File: config.mk
export PLATFORM = sky130hd
export DESIGN_NAME = mcdf_arbiter
export DESIGN_NICKNAME = d
export VERILOG_FILES = /design/src/rtl/mcdf_pkg.sv /design/src/rtl/mcdf_arb_prio.sv /design/src/rtl/mcdf_arbiter.sv
export SDC_FILE = /design/constraint.sdc
export NUM_CORES = 1
export LEC_CHECK = 0
export BUFFER_PORTS_ARGS = -buffer_cell sky130_fd_sc_hd__clkbuf_2
export CAP_MARGIN = 30
export CORE_MARGIN = 2
export CORE_UTILIZATION = 40
export CTS_BUF_LIST = sky130_fd_sc_hd__clkbuf_2 sky130_fd_sc_hd__clkbuf_4 sky130_fd_sc_hd__clkbuf_8
export DETAILED_ROUTE_END_ITERATION = 7
export GPL_TIMING_DRIVEN = 1
export HOLD_SLACK_MARGIN = 0.08
export PLACE_DENSITY = 0.84
export SYNTH_ARGS = -nofsm -noshare
export SYNTH_HDL_FRONTEND = slang
export SYNTH_SLANG_ARGS = --single-unit
File: constraint.sdc
create_clock -name clk_i -period 2.2 [get_ports clk_i]
set_input_delay 0.44 -clock clk_i [delete_from_list [all_inputs] [get_ports clk_i]]
set_output_delay 0.44 -clock clk_i [all_outputs]
set_load 0.02 [all_outputs]
File: src/rtl/mcdf_pkg.sv
// ---------------------------------------------------------------------------
// mcdf_pkg
// Shared definitions for the MCDF datapath: the reserved "no channel" id,
// the arbiter state encoding and the packet-length decode used by the slave
// FIFO, the arbiter and the formatter alike.
// ---------------------------------------------------------------------------
package mcdf_pkg;

    // Channel id reported when no channel is ready to send.
    localparam logic [1:0] ID_NONE = 2'b11;

    typedef enum logic {
        IDLE = 1'b0,
        SEND = 1'b1
    } state_e;

    // Packet length in words for a 3-bit length select.
    // Any select with the top bit set means the maximum length of 32 words.
    function automatic logic [5:0] pkglen_decode(input logic [2:0] sel);
        logic [5:0] len_s;
        case (sel)
            3'b000:  len_s = 6'd4;
            3'b001:  len_s = 6'd8;
            3'b010:  len_s = 6'd16;
            default: len_s = 6'd32;
        endcase
        return len_s;
    endfunction

endpackage

File: src/rtl/mcdf_arb_prio.sv
// ---------------------------------------------------------------------------
// mcdf_arb_prio
// Combinational strict-priority winner select across the slave channels.
// A channel is a candidate when it is enabled and its FIFO holds a whole
// packet. The lowest priority value wins; on a tie the lowest channel index
// wins.
// Ports:
//   en    in  NCH     channel enable
//   rdy   in  NCH     channel holds a complete packet
//   prio  in  NCH*2   priority per channel, 0 = highest
//   id    out 2       winning channel (ID_NONE when valid is low)
//   valid out 1       at least one candidate exists
// ---------------------------------------------------------------------------
module mcdf_arb_prio #(
    parameter int NCH = 3
) (
    input  logic [NCH-1:0]   en,
    input  logic [NCH-1:0]   rdy,
    input  logic [NCH*2-1:0] prio,
    output logic [1:0]       id,
    output logic             valid
);
    import mcdf_pkg::*;

    logic       found_s;
    logic [1:0] best_s;

    // Scan channels in ascending index; a strict less-than keeps the lower
    // index on a priority tie.
    always_comb begin
        found_s = 1'b0;
        best_s  = 2'b11;
        id      = ID_NONE;
        for (int i = 0; i < NCH; i++) begin
            if (en[i] && rdy[i] && (!found_s || (prio[i*2 +: 2] < best_s))) begin
                found_s = 1'b1;
                best_s  = prio[i*2 +: 2];
                id      = 2'(i);
            end else begin
                found_s = found_s;
            end
        end
        valid = found_s;
    end

endmodule

File: src/rtl/mcdf_arbiter.sv
// ---------------------------------------------------------------------------
// mcdf_arbiter
// Picks one of the slave channel FIFOs and streams a whole packet from it to
// the formatter, one word per cycle, after the formatter acknowledges the
// offered channel.
// Ports:
//   clk_i             in  1       clock, rising edge
//   rstn_i            in  1       asynchronous active-low reset
//   slv_data_i        in  NCH*DW  show-ahead FIFO head word, ch i = [i*DW +: DW]
//   slv_pkg_rdy_i     in  NCH     channel FIFO holds a complete packet
//   slv_pop_o         out NCH     pop the channel's head word this cycle
//   chnl_en_i         in  NCH     channel enable
//   chnl_prio_i       in  NCH*2   channel priority, 0 = highest
//   chnl_pkglen_i     in  NCH*3   channel packet length select
//   f2a_ack_i         in  1       formatter accepts the offered channel
//   a2f_val_o         out 1       data word valid
//   a2f_id_o          out 2       offered/active channel, 2'b11 = none
//   a2f_data_o        out DW      packet data word
//   a2f_pkglen_sel_o  out 3       length select of offered/active channel
//   a2f_end_o         out 1       last word of the packet
// ---------------------------------------------------------------------------
module mcdf_arbiter #(
    parameter int DW  = 32,
    parameter int NCH = 3
) (
    input  logic              clk_i,
    input  logic              rstn_i,
    input  logic [NCH*DW-1:0] slv_data_i,
    input  logic [NCH-1:0]    slv_pkg_rdy_i,
    output logic [NCH-1:0]    slv_pop_o,
    input  logic [NCH-1:0]    chnl_en_i,
    input  logic [NCH*2-1:0]  chnl_prio_i,
    input  logic [NCH*3-1:0]  chnl_pkglen_i,
    input  logic              f2a_ack_i,
    output logic              a2f_val_o,
    output logic [1:0]        a2f_id_o,
    output logic [DW-1:0]     a2f_data_o,
    output logic [2:0]        a2f_pkglen_sel_o,
    output logic              a2f_end_o
);
    import mcdf_pkg::*;

    state_e     state_r;
    state_e     state_nxt_s;
    logic [5:0] cnt_r;
    logic [5:0] len_r;
    logic [1:0] id_r;
    logic [2:0] sel_r;

    logic [1:0] win_id_s;
    logic       win_vld_s;
    logic [2:0] win_sel_s;
    logic       start_s;
    logic       last_s;

    mcdf_arb_prio #(
        .NCH (NCH)
    ) u_prio (
        .en    (chnl_en_i),
        .rdy   (slv_pkg_rdy_i),
        .prio  (chnl_prio_i),
        .id    (win_id_s),
        .valid (win_vld_s)
    );

    // Length select of the current winner, zero when nobody is ready.
    always_comb begin
        win_sel_s = 3'b000;
        for (int i = 0; i < NCH; i++) begin
            if (win_vld_s && (win_id_s == 2'(i))) begin
                win_sel_s = chnl_pkglen_i[i*3 +: 3];
            end else begin
                win_sel_s = win_sel_s;
            end
        end
    end

    // An ack only counts while a real channel is on offer.
    assign start_s = (state_r == IDLE) && f2a_ack_i && (id_r != ID_NONE);
    assign last_s  = (state_r == SEND) && (cnt_r == (len_r - 6'd1));

    // Next-state selection for the packet FSM.
    always_comb begin
        state_nxt_s = state_r;
        case (state_r)
            IDLE: begin
                if (start_s) begin
                    state_nxt_s = SEND;
                end else begin
                    state_nxt_s = IDLE;
                end
            end
            SEND: begin
                if (last_s) begin
                    state_nxt_s = IDLE;
                end else begin
                    state_nxt_s = SEND;
                end
            end
            default: state_nxt_s = IDLE;
        endcase
    end

    // Packet FSM state register.
    always_ff @(posedge clk_i or negedge rstn_i) begin
        if (!rstn_i) begin
            state_r <= IDLE;
        end else begin
            state_r <= state_nxt_s;
        end
    end

    // Word counter and latched packet length for the active packet.
    always_ff @(posedge clk_i or negedge rstn_i) begin
        if (!rstn_i) begin
            cnt_r <= 6'd0;
            len_r <= 6'd0;
        end else if (start_s) begin
            cnt_r <= 6'd0;
            len_r <= pkglen_decode(sel_r);
        end else if (state_r == SEND) begin
            cnt_r <= last_s ? 6'd0 : (cnt_r + 6'd1);
        end else begin
            cnt_r <= 6'd0;
        end
    end

    // Offered channel id and length select. They follow the arbiter while
    // idle and freeze from the accepted ack until the packet ends, so the
    // id register doubles as the active channel during SEND.
    always_ff @(posedge clk_i or negedge rstn_i) begin
        if (!rstn_i) begin
            id_r  <= ID_NONE;
            sel_r <= 3'b000;
        end else if ((state_r == IDLE) && !start_s) begin
            id_r  <= win_vld_s ? win_id_s : ID_NONE;
            sel_r <= win_sel_s;
        end else begin
            id_r  <= id_r;
            sel_r <= sel_r;
        end
    end

    // Streaming outputs: the active FIFO's head word passes straight through
    // so every SEND cycle carries a word with no added latency.
    always_comb begin
        a2f_val_o  = 1'b0;
        a2f_end_o  = 1'b0;
        slv_pop_o  = '0;
        a2f_data_o = '0;
        if (state_r == SEND) begin
            a2f_val_o = 1'b1;
            a2f_end_o = last_s;
            for (int i = 0; i < NCH; i++) begin
                if (id_r == 2'(i)) begin
                    slv_pop_o[i] = 1'b1;
                    a2f_data_o   = slv_data_i[i*DW +: DW];
                end else begin
                    slv_pop_o[i] = 1'b0;
                end
            end
        end else begin
            a2f_val_o = 1'b0;
        end
    end

    assign a2f_id_o         = id_r;
    assign a2f_pkglen_sel_o = sel_r;

endmodule

* Word level (Yosys, flattened, before mapping)
Index checks and enable logic that the tools add are counted.
Word-level totals: flip-flop bits (word level) 18, output and inout bits 42, word-level logic and storage cells 67
Cells by class: $add $sub $neg 2, $lt $le $gt $ge 2, equality and inequality tests 8, muxes and demuxes 29, bitwise operators 1, reduce and logical (&&, ||, !) cells 20
Operators by type and width (count):
- two-way mux 32 bit | 4
- two-way mux 6 bit | 3
- one-hot mux 6 bit (3 select lines) | 1
- logical AND 1 bit | 12
- two-way mux 2 bit | 6
- two-way mux 3 bit | 4
- two-way mux 1 bit | 10
- adder 6 x 1 -> 6 bit, second input constant | 1
- equality test 6 bit | 1
- subtractor 6 x 1 -> 6 bit, second input constant | 1
- equality test 2 x 1 -> 1 bit, second input constant | 2
- equality test 2 bit, second input constant | 2
- logical NOT 2 bit | 2
- < comparator 2 bit | 2
- equality test 3 x 1 -> 1 bit, second input constant | 1
- equality test 3 x 2 -> 1 bit, second input constant | 1
- logical NOT 1 bit | 3
- logical NOT 3 bit | 1
- logical OR 1 bit | 2
- != test 2 bit, second input constant | 1
- one-hot mux 1 bit (2 select lines) | 1
- inverter 1 bit | 1

* Logic depth before layout (Yosys ltp)
word-level depth 15, mapped depth 12, depth with buffers taken out 12

* By module
Synthesis repeated with hierarchy kept, for this count alone.
Unflattened totals: cells, all modules 258, area, all modules 1921.8 um^2
By module, submodules not included:
- mcdf_arbiter | times used 1, cells an instance 233, area each 1750.4 um^2, seq. area each 402.9 um^2
- mcdf_arb_prio | times used 1, cells an instance 25, area each 171.4 um^2, seq. area each 0.0 um^2

* Least setup slack after synthesis
OpenSTA, ideal clock, no wires.
kind in2reg, start point input chnl_en_i[0], end point register sel_r[0] (netlist: a2f_pkglen_sel_o[0]), data arrival time 2.506 ns, slack -0.440 ns, stages on the path 11, cell sequence nand2_1 -> nor2_1 -> ha_1 -> a211oi_1 -> o31ai_1 -> ha_1 -> nor4bb_1 -> o31ai_1 -> o31ai_2 -> nor2b_1 -> o31ai_1
On the way: longest elaborated chain between the ends 15, elaborated cells on any way between the ends 26, those cells by class order compare (2); eq/ne (2); mux (11); reduce/logical (11)
RTL lines:
- start, declared | line mcdf_arbiter.sv:31 | input logic [NCH-1:0] chnl_en_i,
- logical AND 1 bit * | line mcdf_arb_prio.sv:35 | if (en[i] && rdy[i] && (!found_s || (prio[i*2 +: 2] < best_s))) begin
- two-way mux 2 bit / two-way mux 1 bit (equally long branches) | line mcdf_arb_prio.sv:35
- < comparator 2 bit / logical NOT 1 bit (equally long branches) | line mcdf_arb_prio.sv:35
- logical OR 1 bit | line mcdf_arb_prio.sv:35
- logical AND 1 bit | line mcdf_arb_prio.sv:35
- two-way mux 2 bit / two-way mux 1 bit (equally long branches) | line mcdf_arb_prio.sv:35
- < comparator 2 bit / logical NOT 1 bit (equally long branches) | line mcdf_arb_prio.sv:35
- logical OR 1 bit | line mcdf_arb_prio.sv:35
- logical AND 1 bit | line mcdf_arb_prio.sv:35
- two-way mux 2 bit | line mcdf_arb_prio.sv:35
- logical NOT 2 bit | line mcdf_arbiter.sv:70 | if (win_vld_s && (win_id_s == 2'(i))) begin
- logical AND 1 bit | line mcdf_arbiter.sv:70
- two-way mux 3 bit (2 in series) | line mcdf_arbiter.sv:70
- two-way mux 3 bit * | line mcdf_arbiter.sv:70
- end signal, assigned | line mcdf_arbiter.sv:137 | sel_r <= win_sel_s;
- end signal, assigned | line mcdf_arbiter.sv:140 | sel_r <= sel_r;
- end, declared | line mcdf_arbiter.sv:48 | logic [2:0] sel_r;
Every way passes the cells marked *; elsewhere a longest branch is shown, timed or not. A chain may end at the register's enable or synchronous reset.

* Worst setup path after layout
Same ends and word-level chain as after synthesis.

==> impl_results.md <==
* Worst-path maximum fanout at 7
* NumNets Final at 552
* Ys Warns at 0
* Synthesized flop and latch total at 16
* CTS root buf: clkbuf_8
* Status: complete, but fails checks
* Synth top area share at 18.8%
* CTS tree: built
* Worst EP arrival at 2640 ps
* Largest net degree at the start of global routing at 38
* Clk pin slew, worst setup/hold paths at 70 ps
* Via-to-Cell Ratio at 5.23
* Clock sink count at 16
* Die width at 72.2 µm
* Failing checks: setup timing
* Worst slew margin at 72.2%
* Post-DP HPWL at 5280 µm
* M1 WL at 2820 µm
* Wire per inst at 15.7 µm
* RSZ-0062 raised after global routing: true
* Grt ovf at 0
* Sum Neg Setup Slack at -1900 ps
* Post-synth cell types at 36
* Ports at 162
* Avg Cell Area, Syn at 7.41 µm²
* Sequential Area at 403 µm²
* Vias at 2506
* Total power at 4.13 mW
* Sequential-to-total area share from yosys stat at 21.7%
* Area leader, netlist: dfrtp_1
* Initial Util at 42.1%
* Worst-margin pin slew at 417 ps
* Worst Hold Class: input pin to asynchronous set/reset pin
* FFs w/ async S/R, synth at 100%
* # fillers at 343
* Critical path's most frequent cell: o31ai_2
* Power density over the cells at 1290 nW/µm²
* Post-synth top flop: dfrtp_1
* Area Growth Syn to Fin at 72.0%
* Post-Route WL at 7530 µm
* Die H at 72.2 µm
* Cells after Synth at 251
* DR pass1 iterations at 4
* Die ar. at 5210 µm²
* Final setup fails at 20
* Post-synth EDFFs at 0
* Final Max Slew Viols at 0
* Max layer used: met4
* Drt drc at 0
* CP required at 2330 ps
* Overall Global Routing Usage at 25.1%
* DRT iter0 DRCs at 63
* Critical path class: input pin to flip-flop
* Port Buffers at 161
* Worst vdd ir at 0.686 mV
* Fmax at 398 MHz
* CTS H-Tree Depth at 1
* Core area at 4410 µm²
* Mapped cell area at 1860 µm²
* Post-route ant nets at 0
* Initial antenna violation count at 0
* Met2 Wirelength at 4030 µm
* Syn Nets at 375
* Final min period at 2510 ps
* Critical path, cell by cell: buf_8 > nand2_8 > nor2_4 > ha_4 > a211oi_4 > o31ai_2 > ha_2 > nor4bb_4 > o31ai_2 > o31ai_2 > buf_4 > nor2b_1 > o31ai_1
* First-pass GRT wire length at 10500 µm
* Post-placement setup slack at -551 ps
* Vias in the first global route at 2319
* CP endpoint kind: flip-flop
* Bufs on Longest Clock Path at 2
* Worst setup margin at -310 ps
* Clk_lat worst skew at 250 ps
* Max cap viols at 0
* Leakage at 1.64 nW
* Fraction of layout cells with a size suffix above 1 at 51.8%
* RePlAce Congestion at 0.780
* Multi-input gate area at 1510 µm²
* Critical Path Max Stage Delay at 320 ps
* DR WL met3 at 524 µm
* Hold Fails Final Rpt at 0
* CP Launch Type: input pin
* Std cell rows at 24
* Period utilization at 114%
* Slowest CP cell: nor4bb_4
* CTS Buf Count at 3
* ANT cells at 0
* Post-Route Skew at 7.58 ps
* Top post-synthesis cells by area: dfrtp_1 (19%), mux2i_1 (17%), and2_1 (11%), o21ai_0 (9.7%), nand2_1 (9.5%)
==> cells in the final DEF (no fill, tap or decap), drive strengths merged, types with 4 or more instances in the layout <==
cell type and count:
clkbuf 164, nand2 47, o21ai 37, and2 34, mux2i 32, buf 30, dfrtp 14, nor2 13
o31ai 7, xnor2 6, nor2b 5, ha 4
==> flip-flops by register name, indices dropped and copies added, names as in the netlist <==
name and flops:
cnt_r 6, len_r 4, a2f_pkglen_sel_o 3, state_r 1
a2f_id_o 2
==> worst max-delay path, delay by kind of cell <==
kind,cells,cell delay [ps]
AO/OA/AOI/OAI,5,830
AND/OR/NAND/NOR,4,640
adder cells (fa/ha/maj),2,430
buffers and inverters,2,290
==> power by group <==
| part | total (mW) | internal [mW] | switching (mW) |
|---|---|---|---|
| combinational | 3.26 | 1.46 | 1.81 |
| clock | 0.243 | 0.141 | 0.102 |
| sequential | 0.625 | 0.440 | 0.185 |
==> synth_stat cells, types with 3 or more instances <==
library cell / n
dfrtp_1: 14
nor2b_1: 5
nor2_1: 13
xor2_1: 3
xnor2_1: 6
a221oi_1: 3
inv_1: 3
mux2i_1: 32
o31ai_1: 6
buf_2: 7
and2_1: 34
clkbuf_1: 11
ha_1: 4
nand2_1: 47
o21ai_0: 36
==> stage by stage <==
step | hold WS [ps] | instances | cell area [µm²] | util [%]
after floorplan | 144 | 251 | 1900 | -
after global placement | 371 | 465 | 2870 | 65.0
after detailed placement | 387 | 465 | 2870 | 65.0
after CTS | 119 | 470 | 3020 | 68.5
after global routing | 133 | 479 | 3200 | 72.5
final | 107 | 479 | 3200 | 72.5
==> layout make-up <==
cell class,count,share of cell area (%)
Multi-Input combinational cell,214,47.2
Timing Repair Buffer,190,36.3
Sequential cell,16,12.6
Tap cell,52,2.03
Clock buffer,4,1.53
Inverter,3,0.352
==> kinds of logic after synthesis <==
family | after synthesis | synth area share (%)
compound gates | 58 | 19.2
xor+xnor | 9 | 4.24
simple gates | 111 | 30.3
fa+ha+maj | 4 | 2.69
buf+inv | 21 | 4.71
mux | 32 | 17.2
flops | 16 | 21.7
==> metal layers <==
metal	up-vias	track usage (%)
li1	1218	-
met3	14	4.03
met2	121	49.7
met4	0	6.92
met1	1153	26.9
met5	-	0
==> worst paths after layout <==
path / from / endpoint / slack, ps / depth (start not counted)
setup / recovery: chnl_en_i[0] / a2f_pkglen_sel_o[0] / -310 / 13
hold / removal: rstn_i / cnt_r[5] / 110 / 1
setup reg to reg: a2f_id_o[0] / a2f_id_o[0] / 310 / 5
hold reg to reg: cnt_r[0] / cnt_r[0] / 480 / 1
max in group asynchronous: rstn_i / a2f_id_o[0] / 1760 / 1
min in group clk_i: cnt_r[0] / cnt_r[0] / 480 / 1
==> repair_timing <==
item,in CTS,in global routing
pin swaps,9,9
endpoints found under the setup margin,30,33
cloned,1,3
hold buffers,0,0
gates resized for setup,19,17
buffers inserted,0,6
Power figures use the tool's default switching activity.
